<file path="config.mk">
export PLATFORM = sky130hd
export DESIGN_NAME = ram2_arbiter
export DESIGN_NICKNAME = d
export VERILOG_FILES = /design/src/rtl/ram2_arb_pkg.sv /design/src/rtl/ram2_port_seq.sv /design/src/rtl/ram2_arbiter.sv
export SDC_FILE = /design/constraint.sdc
export NUM_CORES = 1
export LEC_CHECK = 0
export BUFFER_PORTS_ARGS = -buffer_cell sky130_fd_sc_hd__buf_2
export CAP_MARGIN = 20
export CORE_MARGIN = 3
export CORE_UTILIZATION = 40
export CTS_BUF_LIST = sky130_fd_sc_hd__clkbuf_8 sky130_fd_sc_hd__clkbuf_16
export CTS_CLUSTER_SIZE = 16
export DETAILED_ROUTE_END_ITERATION = 8
export GPL_TIMING_DRIVEN = 0
export PLACE_DENSITY = 0.69
export REMOVE_ABC_BUFFERS = 1
export SYNTH_ARGS = -nofsm -noshare
export SYNTH_HDL_FRONTEND = slang
export SYNTH_HIERARCHICAL = 1
export SYNTH_SLANG_ARGS = --single-unit
</file>
<file path="constraint.sdc">
create_clock -name clk -period 7 [get_ports clk]
set_input_delay 0 -clock clk [delete_from_list [all_inputs] [get_ports clk]]
set_output_delay 0 -clock clk [all_outputs]
set_load 0.01 [all_outputs]
</file>
<file path="src/rtl/ram2_arb_pkg.sv">
// Shared types and helpers for the dual-port ram2 arbiter.
package ram2_arb_pkg;

  typedef enum logic [1:0] {
    ST_IDLE    = 2'd0,
    ST_WR      = 2'd1,
    ST_RD_CMD  = 2'd2,
    ST_RD_DATA = 2'd3
  } port_state_e;

  localparam int unsigned READ_LATENCY = 3;

  function automatic int unsigned idx_width(input int unsigned n);
    return (n > 1) ? $clog2(n) : 1;
  endfunction

endpackage

</file>
<file path="src/rtl/ram2_port_seq.sv">
// Single ram2 port sequencer: registered RAM controls, read-owner tracking
// and a read-return pulse in the cycle the RAM's registered data is valid.
module ram2_port_seq
  import ram2_arb_pkg::*;
#(
  parameter int unsigned DATA_WIDTH = 8,
  parameter int unsigned ADDR_WIDTH = 8,
  parameter int unsigned IDX_WIDTH  = 2
) (
  input  logic                  clk,
  input  logic                  rst,
  input  logic                  issue,
  input  logic                  issue_we,
  input  logic [ADDR_WIDTH-1:0] issue_addr,
  input  logic [DATA_WIDTH-1:0] issue_wdata,
  input  logic [IDX_WIDTH-1:0]  issue_owner,
  output logic                  free_c,
  output logic                  ret_c,
  output logic [IDX_WIDTH-1:0]  ret_owner_c,
  output logic [DATA_WIDTH-1:0] ret_data_c,
  output logic                  ram_cs,
  output logic                  ram_we,
  output logic                  ram_oe,
  output logic [ADDR_WIDTH-1:0] ram_addr,
  output logic [DATA_WIDTH-1:0] ram_wdata,
  input  logic [DATA_WIDTH-1:0] ram_rdata
);

  port_state_e           state, state_nxt;
  logic                  cs_nxt, we_nxt, oe_nxt;
  logic [ADDR_WIDTH-1:0] addr_nxt;
  logic [DATA_WIDTH-1:0] wdata_nxt;
  logic [IDX_WIDTH-1:0]  owner, owner_nxt;

  // RD_CMD is the only state in which the port cannot accept a new command.
  assign free_c      = (state != ST_RD_CMD);
  assign ret_c       = (state == ST_RD_DATA);
  assign ret_owner_c = owner;
  assign ret_data_c  = ram_rdata;

  always_comb begin
    state_nxt = ST_IDLE;
    cs_nxt    = 1'b0;
    we_nxt    = 1'b0;
    oe_nxt    = 1'b0;
    addr_nxt  = '0;
    wdata_nxt = '0;
    owner_nxt = owner;
    case (state)
      ST_RD_CMD: begin
        state_nxt = ST_RD_DATA;
        cs_nxt    = 1'b1;
        oe_nxt    = 1'b1;
        addr_nxt  = ram_addr;
      end
      default: begin
        if (issue) begin
          cs_nxt    = 1'b1;
          addr_nxt  = issue_addr;
          owner_nxt = issue_owner;
          if (issue_we) begin
            state_nxt = ST_WR;
            we_nxt    = 1'b1;
            wdata_nxt = issue_wdata;
          end else begin
            state_nxt = ST_RD_CMD;
            oe_nxt    = 1'b1;
          end
        end
      end
    endcase
  end

  always_ff @(posedge clk) begin
    if (rst) begin
      state     <= ST_IDLE;
      ram_cs    <= 1'b0;
      ram_we    <= 1'b0;
      ram_oe    <= 1'b0;
      ram_addr  <= '0;
      ram_wdata <= '0;
      owner     <= '0;
    end else begin
      state     <= state_nxt;
      ram_cs    <= cs_nxt;
      ram_we    <= we_nxt;
      ram_oe    <= oe_nxt;
      ram_addr  <= addr_nxt;
      ram_wdata <= wdata_nxt;
      owner     <= owner_nxt;
    end
  end

endmodule

</file>
<file path="src/rtl/ram2_arbiter.sv">
// Round-robin arbiter sharing the two ram2 ports between NREQ requesters,
// with at most one write per cycle and per-requester read-data return.
module ram2_arbiter
  import ram2_arb_pkg::*;
#(
  parameter int unsigned NREQ       = 4,
  parameter int unsigned DATA_WIDTH = 8,
  parameter int unsigned ADDR_WIDTH = 8
) (
  input  logic                       clk,
  input  logic                       rst,
  input  logic [NREQ-1:0]            req,
  input  logic [NREQ-1:0]            req_we,
  input  logic [NREQ*ADDR_WIDTH-1:0] req_addr,
  input  logic [NREQ*DATA_WIDTH-1:0] req_wdata,
  output logic [NREQ-1:0]            gnt,
  output logic [NREQ-1:0]            rvalid,
  output logic [NREQ*DATA_WIDTH-1:0] rdata,
  output logic                       ram_cs0,
  output logic                       ram_we0,
  output logic                       ram_oe0,
  output logic [ADDR_WIDTH-1:0]      ram_addr0,
  output logic [DATA_WIDTH-1:0]      ram_wdata0,
  input  logic [DATA_WIDTH-1:0]      ram_rdata0,
  output logic                       ram_cs1,
  output logic                       ram_we1,
  output logic                       ram_oe1,
  output logic [ADDR_WIDTH-1:0]      ram_addr1,
  output logic [DATA_WIDTH-1:0]      ram_wdata1,
  input  logic [DATA_WIDTH-1:0]      ram_rdata1
);

  localparam int unsigned IW = idx_width(NREQ);

  function automatic logic [IW-1:0] wrap_inc(input logic [IW-1:0] i);
    return IW'((32'(i) + 32'd1) % NREQ);
  endfunction

  logic [IW-1:0]         ptr;
  logic [NREQ-1:0]       busy, elig, busy_set, busy_clr;
  logic                  free0_c, free1_c, pick0, pick1;
  logic [IW-1:0]         idx0, idx1, cand, start1;
  logic                  ret0_c, ret1_c;
  logic [IW-1:0]         ret_owner0_c, ret_owner1_c;
  logic [DATA_WIDTH-1:0] ret_data0_c, ret_data1_c;

  // A requester with a read in flight sits out until its data returns.
  assign elig = req & ~busy & {NREQ{~rst}};

  // Port 0 searches from ptr; port 1 continues after port 0's winner.
  always_comb begin
    pick0  = 1'b0;
    idx0   = '0;
    pick1  = 1'b0;
    idx1   = '0;
    cand   = '0;
    start1 = ptr;
    gnt    = '0;
    for (int unsigned i = 0; i < NREQ; i++) begin
      cand = IW'((32'(ptr) + i) % NREQ);
      if (!pick0 && free0_c && elig[cand]) begin
        pick0 = 1'b1;
        idx0  = cand;
      end
    end
    if (pick0) start1 = wrap_inc(idx0);
    for (int unsigned i = 0; i < NREQ; i++) begin
      cand = IW'((32'(start1) + i) % NREQ);
      if (!pick1 && free1_c && elig[cand] &&
          !(pick0 && (cand == idx0 || (req_we[idx0] && req_we[cand])))) begin
        pick1 = 1'b1;
        idx1  = cand;
      end
    end
    if (pick0) gnt[idx0] = 1'b1;
    if (pick1) gnt[idx1] = 1'b1;
  end

  always_comb begin
    busy_set = '0;
    busy_clr = '0;
    if (pick0 && !req_we[idx0]) busy_set[idx0] = 1'b1;
    if (pick1 && !req_we[idx1]) busy_set[idx1] = 1'b1;
    if (ret0_c) busy_clr[ret_owner0_c] = 1'b1;
    if (ret1_c) busy_clr[ret_owner1_c] = 1'b1;
  end

  always_ff @(posedge clk) begin
    if (rst) begin
      ptr    <= '0;
      busy   <= '0;
      rvalid <= '0;
      rdata  <= '0;
    end else begin
      busy   <= (busy & ~busy_clr) | busy_set;
      rvalid <= busy_clr;
      if (ret0_c) rdata[DATA_WIDTH*32'(ret_owner0_c) +: DATA_WIDTH] <= ret_data0_c;
      if (ret1_c) rdata[DATA_WIDTH*32'(ret_owner1_c) +: DATA_WIDTH] <= ret_data1_c;
      if (pick0 || pick1) ptr <= wrap_inc(pick1 ? idx1 : idx0);
    end
  end

  ram2_port_seq #(
    .DATA_WIDTH (DATA_WIDTH),
    .ADDR_WIDTH (ADDR_WIDTH),
    .IDX_WIDTH  (IW)
  ) u_port0 (
    .clk         (clk),
    .rst         (rst),
    .issue       (pick0),
    .issue_we    (req_we[idx0]),
    .issue_addr  (req_addr[ADDR_WIDTH*32'(idx0) +: ADDR_WIDTH]),
    .issue_wdata (req_wdata[DATA_WIDTH*32'(idx0) +: DATA_WIDTH]),
    .issue_owner (idx0),
    .free_c      (free0_c),
    .ret_c       (ret0_c),
    .ret_owner_c (ret_owner0_c),
    .ret_data_c  (ret_data0_c),
    .ram_cs      (ram_cs0),
    .ram_we      (ram_we0),
    .ram_oe      (ram_oe0),
    .ram_addr    (ram_addr0),
    .ram_wdata   (ram_wdata0),
    .ram_rdata   (ram_rdata0)
  );

  ram2_port_seq #(
    .DATA_WIDTH (DATA_WIDTH),
    .ADDR_WIDTH (ADDR_WIDTH),
    .IDX_WIDTH  (IW)
  ) u_port1 (
    .clk         (clk),
    .rst         (rst),
    .issue       (pick1),
    .issue_we    (req_we[idx1]),
    .issue_addr  (req_addr[ADDR_WIDTH*32'(idx1) +: ADDR_WIDTH]),
    .issue_wdata (req_wdata[DATA_WIDTH*32'(idx1) +: DATA_WIDTH]),
    .issue_owner (idx1),
    .free_c      (free1_c),
    .ret_c       (ret1_c),
    .ret_owner_c (ret_owner1_c),
    .ret_data_c  (ret_data1_c),
    .ram_cs      (ram_cs1),
    .ram_we      (ram_we1),
    .ram_oe      (ram_oe1),
    .ram_addr    (ram_addr1),
    .ram_wdata   (ram_wdata1),
    .ram_rdata   (ram_rdata1)
  );

endmodule

</file>
==> flow_metrics.tcl, run 1 <==
set metrics [dict create \
    hold_path.class "in2reg" \
    slew_violations 0 \
    dpl.hpwl_um 12830 \
    areaGrowthSynthToFinish_pct 20.42 \
    crit_arrival_ns 6.80 \
    ir_drop_mv 0.3264 \
    cp-start-kind "flip-flop" \
    final_antenna_net_count 0 \
    dp_slack_ns 0.1412 \
    die_width_um 128.4 \
    dieHeight_um 128.4 \
    hold_slack_ns 0.03400 \
    place_area_sq_mm 0.006792 \
    vias_per_cell 5.711 \
    drt_iter0_drc 467 \
    clock-root-buffer "clkbuf_16" \
    critPathKind "reg2reg" \
    reg2reg_from "ptr[1]" \
    outcome "finished clean" \
    ios 168 \
    grt.total_usage_pct 20.71 \
    holdPathEnd "busy[2]" \
    end_kind "flip-flop" \
    grt_max_degree 81 \
    whs_path_depth 3 \
    fin_nets 933 \
    leakage_uw 0.003082 \
    vias 5814 \
    gp_congestion 0.9200 \
    async_flop_share_pct 0 \
    clkSinkCount 86 \
    grt_pass1_vias 5394 \
    max_slew_margin_pct 33.65 \
    holdCritStartpoint "req_we[2]" \
    port_buffers 167 \
    worst_slew_pin_slew_ns 0.9926 \
    p_per_area_mw_per_mm2 549.0 \
    clkPwrFrac_pct 12.5 \
    ys_ff_latch 86 \
    layout_min_cycle_time_ns 6.515 \
    finalSetupViolCount 0 \
    cts_buffers 9 \
    synth-main-ff-cell "dfxtp_1" \
    rsz0062_at_grt "false" \
    internal_power_uw 2002 \
    drt_wl_total_um 18030 \
    synthDistinctLibCells 87 \
    cts_tree "yes" \
    netlist_area_sq_mm 0.005992 \
    fin_skew_ns 0.01083 \
    antenna_found_initial 0 \
    clk_latency_ns 0.34 \
    r2r_cells 23 \
    yosysWarnings 6 \
    synth_seq_area_share_pct 28.73 \
    crit_required_ns 7.28 \
    r2r_slack_ns 0.48 \
    fin_area_sq_mm 0.007216 \
    cp_max_fo 37 \
    p_comb_share_pct 71.0 \
    switching_power_uw 1959 \
    swShare_pct 49.46 \
    timing.fmax_mhz 153.5 \
    synth-edff-count 0 \
    drc_errors 0 \
    h-tree-depth 3 \
    cap_violations 0 \
    start_util_pct 41.07 \
    hold_viol_final 0 \
    drive_above_1_share_pct 29.26 \
    fin_crit_sh_pct 93.07 \
    setup_slack_ns 0.4849 \
    syn_inst 688 \
    synth_area_per_cell_sq_um 8.709 \
    clk_path_buf_depth 2 \
    seq_power_share_pct 16.5 \
    wl_per_cell_um 17.71 \
    dr.pass1.iters 5 \
    path_clk_slew_ns 0.07 \
    dieArea_sq_mm 0.01648 \
    worstReg2RegEnd "u_port1/ram_wdata[7]" \
    fp-row-count 44 \
    grt_pass1_wl_um 27840 \
    antenna_cells 0 \
    gr-total-overflow 0 \
    core_area_sq_mm 0.01459 \
]
synthesized netlist by cell type, types with 3 or more instances:
library cell / instances / area share (%)
a21oi_2: 3 / 0.44
mux2i_1: 72 / 12
nand2_1: 48 / 3.0
buf_2: 4 / 0.33
nor3_1: 8 / 0.67
buf_6: 3 / 0.56
a21o_1: 3 / 0.38
mux2_1: 4 / 0.75
nand3_1: 23 / 1.9
o21ai_1: 8 / 0.67
nor4_1: 4 / 0.42
nor4b_1: 4 / 0.58
nor2_1: 49 / 3.1
ha_1: 14 / 2.9
buf_4: 19 / 2.4
and2_1: 20 / 2.1
nor3b_2: 4 / 0.84
o21ai_0: 13 / 1.1
a21oi_1: 63 / 5.3
nand2b_1: 8 / 0.84
buf_12: 3 / 1.0
inv_1: 14 / 0.88
a22o_1: 25 / 3.7
inv_2: 5 / 0.31
dfxtp_1: 86 / 29
buf_1: 4 / 0.25
a211oi_2: 4 / 0.84
a22oi_1: 36 / 4.5
clkbuf_1: 19 / 1.2
nor2b_1: 22 / 2.3
a211oi_1: 21 / 2.6
layout by cell type, fill, tap and decap left out, drive strengths merged, types with 6 or more instances in the layout:
cell type	netlist	final
nand2	52	52
dfxtp	86	86
inv	21	24
clkbuf	19	9
nor2	52	52
nand3	23	23
mux2i	72	72
o21ai	22	22
ha	14	14
dlygate4sd3	0	10
nor4b	7	7
nor3	8	8
nor2b	24	24
a211oi	26	26
a22oi	36	36
nor4	6	6
a22o	25	25
nand2b	8	8
a21oi	66	66
and2	20	20
buf	33	171
power groups by stage:
stage / clock network, uW / registers [uW] / logic [uW]
after floorplan: 0 / 674 / 2090
final: 496 / 653 / 2810
after detailed placement: 0 / 661 / 2780
after global routing: 518 / 662 / 3060
after CTS: 503 / 651 / 2790
after global placement: 0 / 659 / 2720
critical path, cell delays in order (launching register included):
cell       delay [ns]
dfxtp_1          0.70
or2_1            0.30
o22ai_2          0.15
o311ai_4         0.48
a41oi_4          0.29
a21boi_4         0.51
buf_12           0.26
inv_1            0.10
ha_1             0.38
xor2_1           0.21
nand2_1          0.08
nor4b_1          0.42
nor2_1           0.08
nand2_1          0.08
mux2i_1          0.33
nor2_2           0.14
o2bb2ai_1        0.19
a211oi_4         0.44
inv_8            0.20
mux2i_1          0.17
mux2i_1          0.32
nor4b_4          0.26
buf_4            0.20
and2_1           0.14
per-stage QoR:
stage               cells  TNS (ns)  util, %  power [uW]
finish               1018         0    49.46        3961
global route         1018         0    49.46        4241
CTS                  1016         0    49.32        3949
detailed placement    990         0    46.55        3437
global placement      987    -19.33    46.03        3381
floorplan             636         0        -        2761
registers in the layout (all words and copies together), names as in the netlist:
signal               cells
u_port1/ram_addr         8
u_port1/ram_cs           1
u_port0/state            1
u_port1/ram_we           1
u_port0/ram_cs           1
u_port1/ram_wdata        8
u_port1/ret_owner_c      2
u_port0/ram_we           1
u_port1/state            1
rdata                   32
busy                     4
u_port0/ram_addr         8
u_port1/ram_oe           1
ptr                      2
rvalid                   4
u_port0/ram_oe           1
u_port0/ret_owner_c      2
u_port0/ram_wdata        8
timing repair:
action,CTS,global route
setup endpoints to repair,0,10
gates resized for setup,0,1
buffers inserted,0,1
hold buffers,10,0
hold endpoints to repair,33,0
per-layer routing:
layer | share of wire (%) | up-vias | GRT usage (%)
met5 | 0 | - | 0
met4 | 2.5 | 0 | 6.866
met3 | 8.5 | 29 | 5.147
met2 | 47 | 216 | 34.51
met1 | 42 | 2747 | 26.24
li1 | - | 2822 | -
layout make-up:
cell class                      count  area, sq um
Multi-Input combinational cell    530         3894
Fill cell                        1421         7373
Tap cell                          184        230.2
Clock inverter                      7        78.83
Clock buffer                        9        225.2
Timing Repair Buffer              181        975.9
Sequential cell                    86         1723
Inverter                           21        88.84
how the worst max path moves through the flow:
stage	endpoint	start	slack (ns)	cells after the start
2_1_floorplan	u_port1/ram_wdata[0]	ptr[0]	0.99	19
3_3_place_gp	u_port1/ram_wdata[5]	rst	-1.16	20
3_5_place_dp	u_port1/ram_wdata[7]	ptr[0]	0.14	22
4_1_cts	u_port1/ram_wdata[7]	ptr[0]	0.10	22
5_1_grt	u_port1/ram_wdata[0]	ptr[1]	0.02	23
6_report	u_port1/ram_wdata[7]	ptr[1]	0.48	23
kinds of logic after synthesis:
kind of cell / count (synthesis) / share of synthesized area [%]
adder cells (fa/ha/maj): 14 / 2.923
AO/OA/AOI/OAI: 217 / 27.33
flip-flops: 86 / 28.73
multiplexers: 77 / 13.03
XOR/XNOR: 2 / 0.2924
AND/OR/NAND/NOR: 219 / 20.48
buffers and inverters: 73 / 7.204
No activity file was read; power rests on OpenSTA's default activity.
==> run 2: changes to the inputs <==
--- a/config.mk
+++ b/config.mk
@@ -6,7 +6,6 @@
 export NUM_CORES = 1
 export LEC_CHECK = 0
 export BUFFER_PORTS_ARGS = -buffer_cell sky130_fd_sc_hd__buf_2
-export CAP_MARGIN = 20
 export CORE_MARGIN = 3
 export CORE_UTILIZATION = 40
 export CTS_BUF_LIST = sky130_fd_sc_hd__clkbuf_8 sky130_fd_sc_hd__clkbuf_16
@@ -14,6 +13,7 @@
 export DETAILED_ROUTE_END_ITERATION = 8
 export GPL_TIMING_DRIVEN = 0
 export PLACE_DENSITY = 0.69
+export RECOVER_POWER = 25
 export REMOVE_ABC_BUFFERS = 1
 export SYNTH_ARGS = -nofsm -noshare
 export SYNTH_HDL_FRONTEND = slang
==> run 2 against run 1 <==
  * Hold slack gained 0.0034 ns
  * Sequential share of layout area grew 0.20 points
  * Count of clock-buffer cells in the layout grew 2
  * Design area shrank 0.83%
  * Clock power shrank 4.8%
  * Routed wire length shrank 0.12%
  * Critical path depth is the same
  * Critical path type unchanged
  * Largest power group unchanged
==> flow_metrics.tcl, run 2 (synthesized netlist as in run 1, its figures left out) <==
set metrics [dict create \
    clk_latency_ns 0.34 \
    max_slew_margin_pct 34.10 \
    dr.pass1.iters 6 \
    rsz0062_at_grt "false" \
    die_width_um 128.4 \
    seq_power_share_pct 16.6 \
    drc_errors 0 \
    max_stage_delay_ns 0.69 \
    largest_register_ffs 32 \
    leakage_uw 0.002901 \
    setup_slack_ns 0.5079 \
    switching_power_uw 1960 \
    layout_min_cycle_time_ns 6.492 \
    worstReg2RegEnd "u_port1/ram_wdata[7]" \
    cp_max_fo 37 \
    timing.critical_path.from "ptr[1]" \
    clkSinkCount 86 \
    start_util_pct 41.07 \
    drive_above_1_share_pct 24.37 \
    clk_path_buf_depth 2 \
    drt_iter0_drc 460 \
    r2r_slack_ns 0.51 \
    cp.depth 23 \
    crit_required_ns 7.28 \
    cts_buffers 9 \
    crit_arrival_ns 6.77 \
    dieArea_sq_mm 0.01648 \
    path_clk_slew_ns 0.06 \
    cap_violations 0 \
    swShare_pct 49.80 \
    core_area_sq_mm 0.01459 \
    stdcell_count 1017 \
    grt_pass1_vias 5515 \
    grt.total_usage_pct 20.85 \
    hold_path.class "in2reg" \
    fin_crit_sh_pct 92.74 \
    cp_top_family "compound AO/OA/AOI/OAI gates" \
    end_kind "flip-flop" \
    worst_slew_pin_slew_ns 0.9859 \
    critPathCapture "u_port1/ram_wdata[7]" \
    critPathKind "reg2reg" \
    h-tree-depth 3 \
    drt_wl_total_um 18010 \
    dpl.hpwl_um 12790 \
    port_buffers 167 \
    grt_max_degree 81 \
    antenna_cells 0 \
    timing.fmax_mhz 154.0 \
    cts_tree "yes" \
    clock-root-buffer "clkbuf_16" \
    dp.cells 989 \
    ios 168 \
    ir_drop_mv 0.3742 \
    reg2reg_from "ptr[1]" \
    vias_per_cell 5.743 \
    dieHeight_um 128.4 \
    internal_power_uw 1975 \
    final_antenna_net_count 0 \
    regMostFlops "rdata" \
    clkPwrFrac_pct 12.0 \
    cp-start-kind "flip-flop" \
    slew_violations 0 \
    grt_pass1_wl_um 28060 \
    final_common_cell "buf_2" \
    gp_congestion 0.9200 \
    hold_viol_final 0 \
    crit_path_cell_trace "or2_1 -> o22ai_2 -> o311ai_4 -> a41oi_4 -> a21boi_4 -> buf_12 -> inv_1 -> ha_1 -> xor2_1 -> nand2_1 -> nor4b_1 -> nor2_1 -> nand2_1 -> mux2i_1 -> nor2_2 -> o2bb2ai_1 -> a211oi_4 -> inv_8 -> mux2i_1 -> mux2i_1 -> nor4b_4 -> buf_4 -> and2_1" \
    antenna_found_initial 0 \
    fin_skew_ns 0.01129 \
    critPathSlowestCell "dfxtp_1" \
    finalSetupViolCount 0 \
    vias 5841 \
    p_comb_share_pct 71.4 \
    path_buf_inv 4 \
    dp_slack_ns 0.1587 \
    totalPowerFinal_uw 3935 \
    p_per_area_mw_per_mm2 549.9 \
    r2r_cells 23 \
    gr-total-overflow 0 \
    worst_path_most_repeated_cell "mux2i_1" \
    areaGrowthSynthToFinish_pct 19.42 \
    final_cell_mix "buf_2 (126), dfxtp_1 (85), mux2i_1 (72), a21oi_1 (63), nor2_1 (49)" \
    wl_per_cell_um 17.71 \
    fp-row-count 44 \
    fin_nets 932 \
    outcome "finished clean" \
]
run 2: cell count changes in the layout (fill, tap and decap cells not counted):
cell	change
buf_2	-42
bufinv_16	-1
clkbuf_1	+41
clkbuf_8	+2
clkinv_4	+1
clkinvlp_4	-1
inv_6	-1
nor4_1	-1
nor4_2	+1
run 2: worst min-delay path by stage:
| stage | from | end | slack [ns] | depth (start not counted) |
|---|---|---|---|---|
| CTS | req_we[2] | busy[2] | 0.03 | 3 |
| detailed placement | ram_rdata1[6] | rdata[14] | 0.29 | 3 |
| global placement | ram_rdata1[2] | rdata[10] | 0.29 | 3 |
| floorplan | rst | busy[3] | 0.07 | 1 |
| finish | req_we[2] | busy[2] | 0.04 | 3 |
| global route | req_we[2] | busy[2] | 0.05 | 3 |
run 2: final cells by class:
cell class                      instances  area (sq um)
Fill cell                            1431          7433
Multi-Input combinational cell        530          3900
Sequential cell                        86          1723
Timing Repair Buffer                  180         919.6
Clock buffer                           11         252.7
Tap cell                              184         230.2
Inverter                               21         88.84
Clock inverter                          5         41.29
run 2: per-layer routing:
| layer | vias up | GRT usage (%) | share of wire, % |
|---|---|---|---|
| met2 | 214 | 34.35 | 48 |
| met5 | - | 0 | 0 |
| met4 | 0 | 6.554 | 1.8 |
| li1 | 2823 | - | - |
| met1 | 2786 | 26.57 | 42 |
| met3 | 18 | 5.687 | 8.1 |
run 2: power by group through the flow:
stage          sequential [uW]  clock (uW)  combinational, uW
4_1_cts                    651         483               2800
3_5_place_dp               661           0               2780
6_report                   655         472               2810
2_1_floorplan              674           0               2090
5_1_grt                    664         502               3070
3_3_place_gp               659           0               2720
run 2: repair_timing:
action | in CTS | in global routing
endpoints found under the setup margin | 0 | 9
hold endpoints to repair | 33 | 0
gates resized for setup | 0 | 1
hold buffers | 10 | 0
setup buffers | 0 | 1
run 2: metrics by stage:
| stage | cell area, sq um | setup TNS, ns | utilization [%] | hold slack, ns |
|---|---|---|---|---|
| 2_1_floorplan | 5649 | 0 | - | 0.06786 |
| 3_3_place_gp | 6715 | -19.33 | 46.03 | 0.2867 |
| 3_5_place_dp | 6787 | 0 | 46.52 | 0.2924 |
| 4_1_cts | 7181 | 0 | 49.22 | 0.02801 |
| 5_1_grt | 7156 | 0 | 49.05 | 0.05477 |
| 6_report | 7156 | 0 | 49.05 | 0.03740 |
run 2: worst min-delay path: cells and delay by family:
family | cells | cell delay, ns
AND/OR/NAND/NOR | 2 | 0.20
buffers and inverters | 1 | 0.15
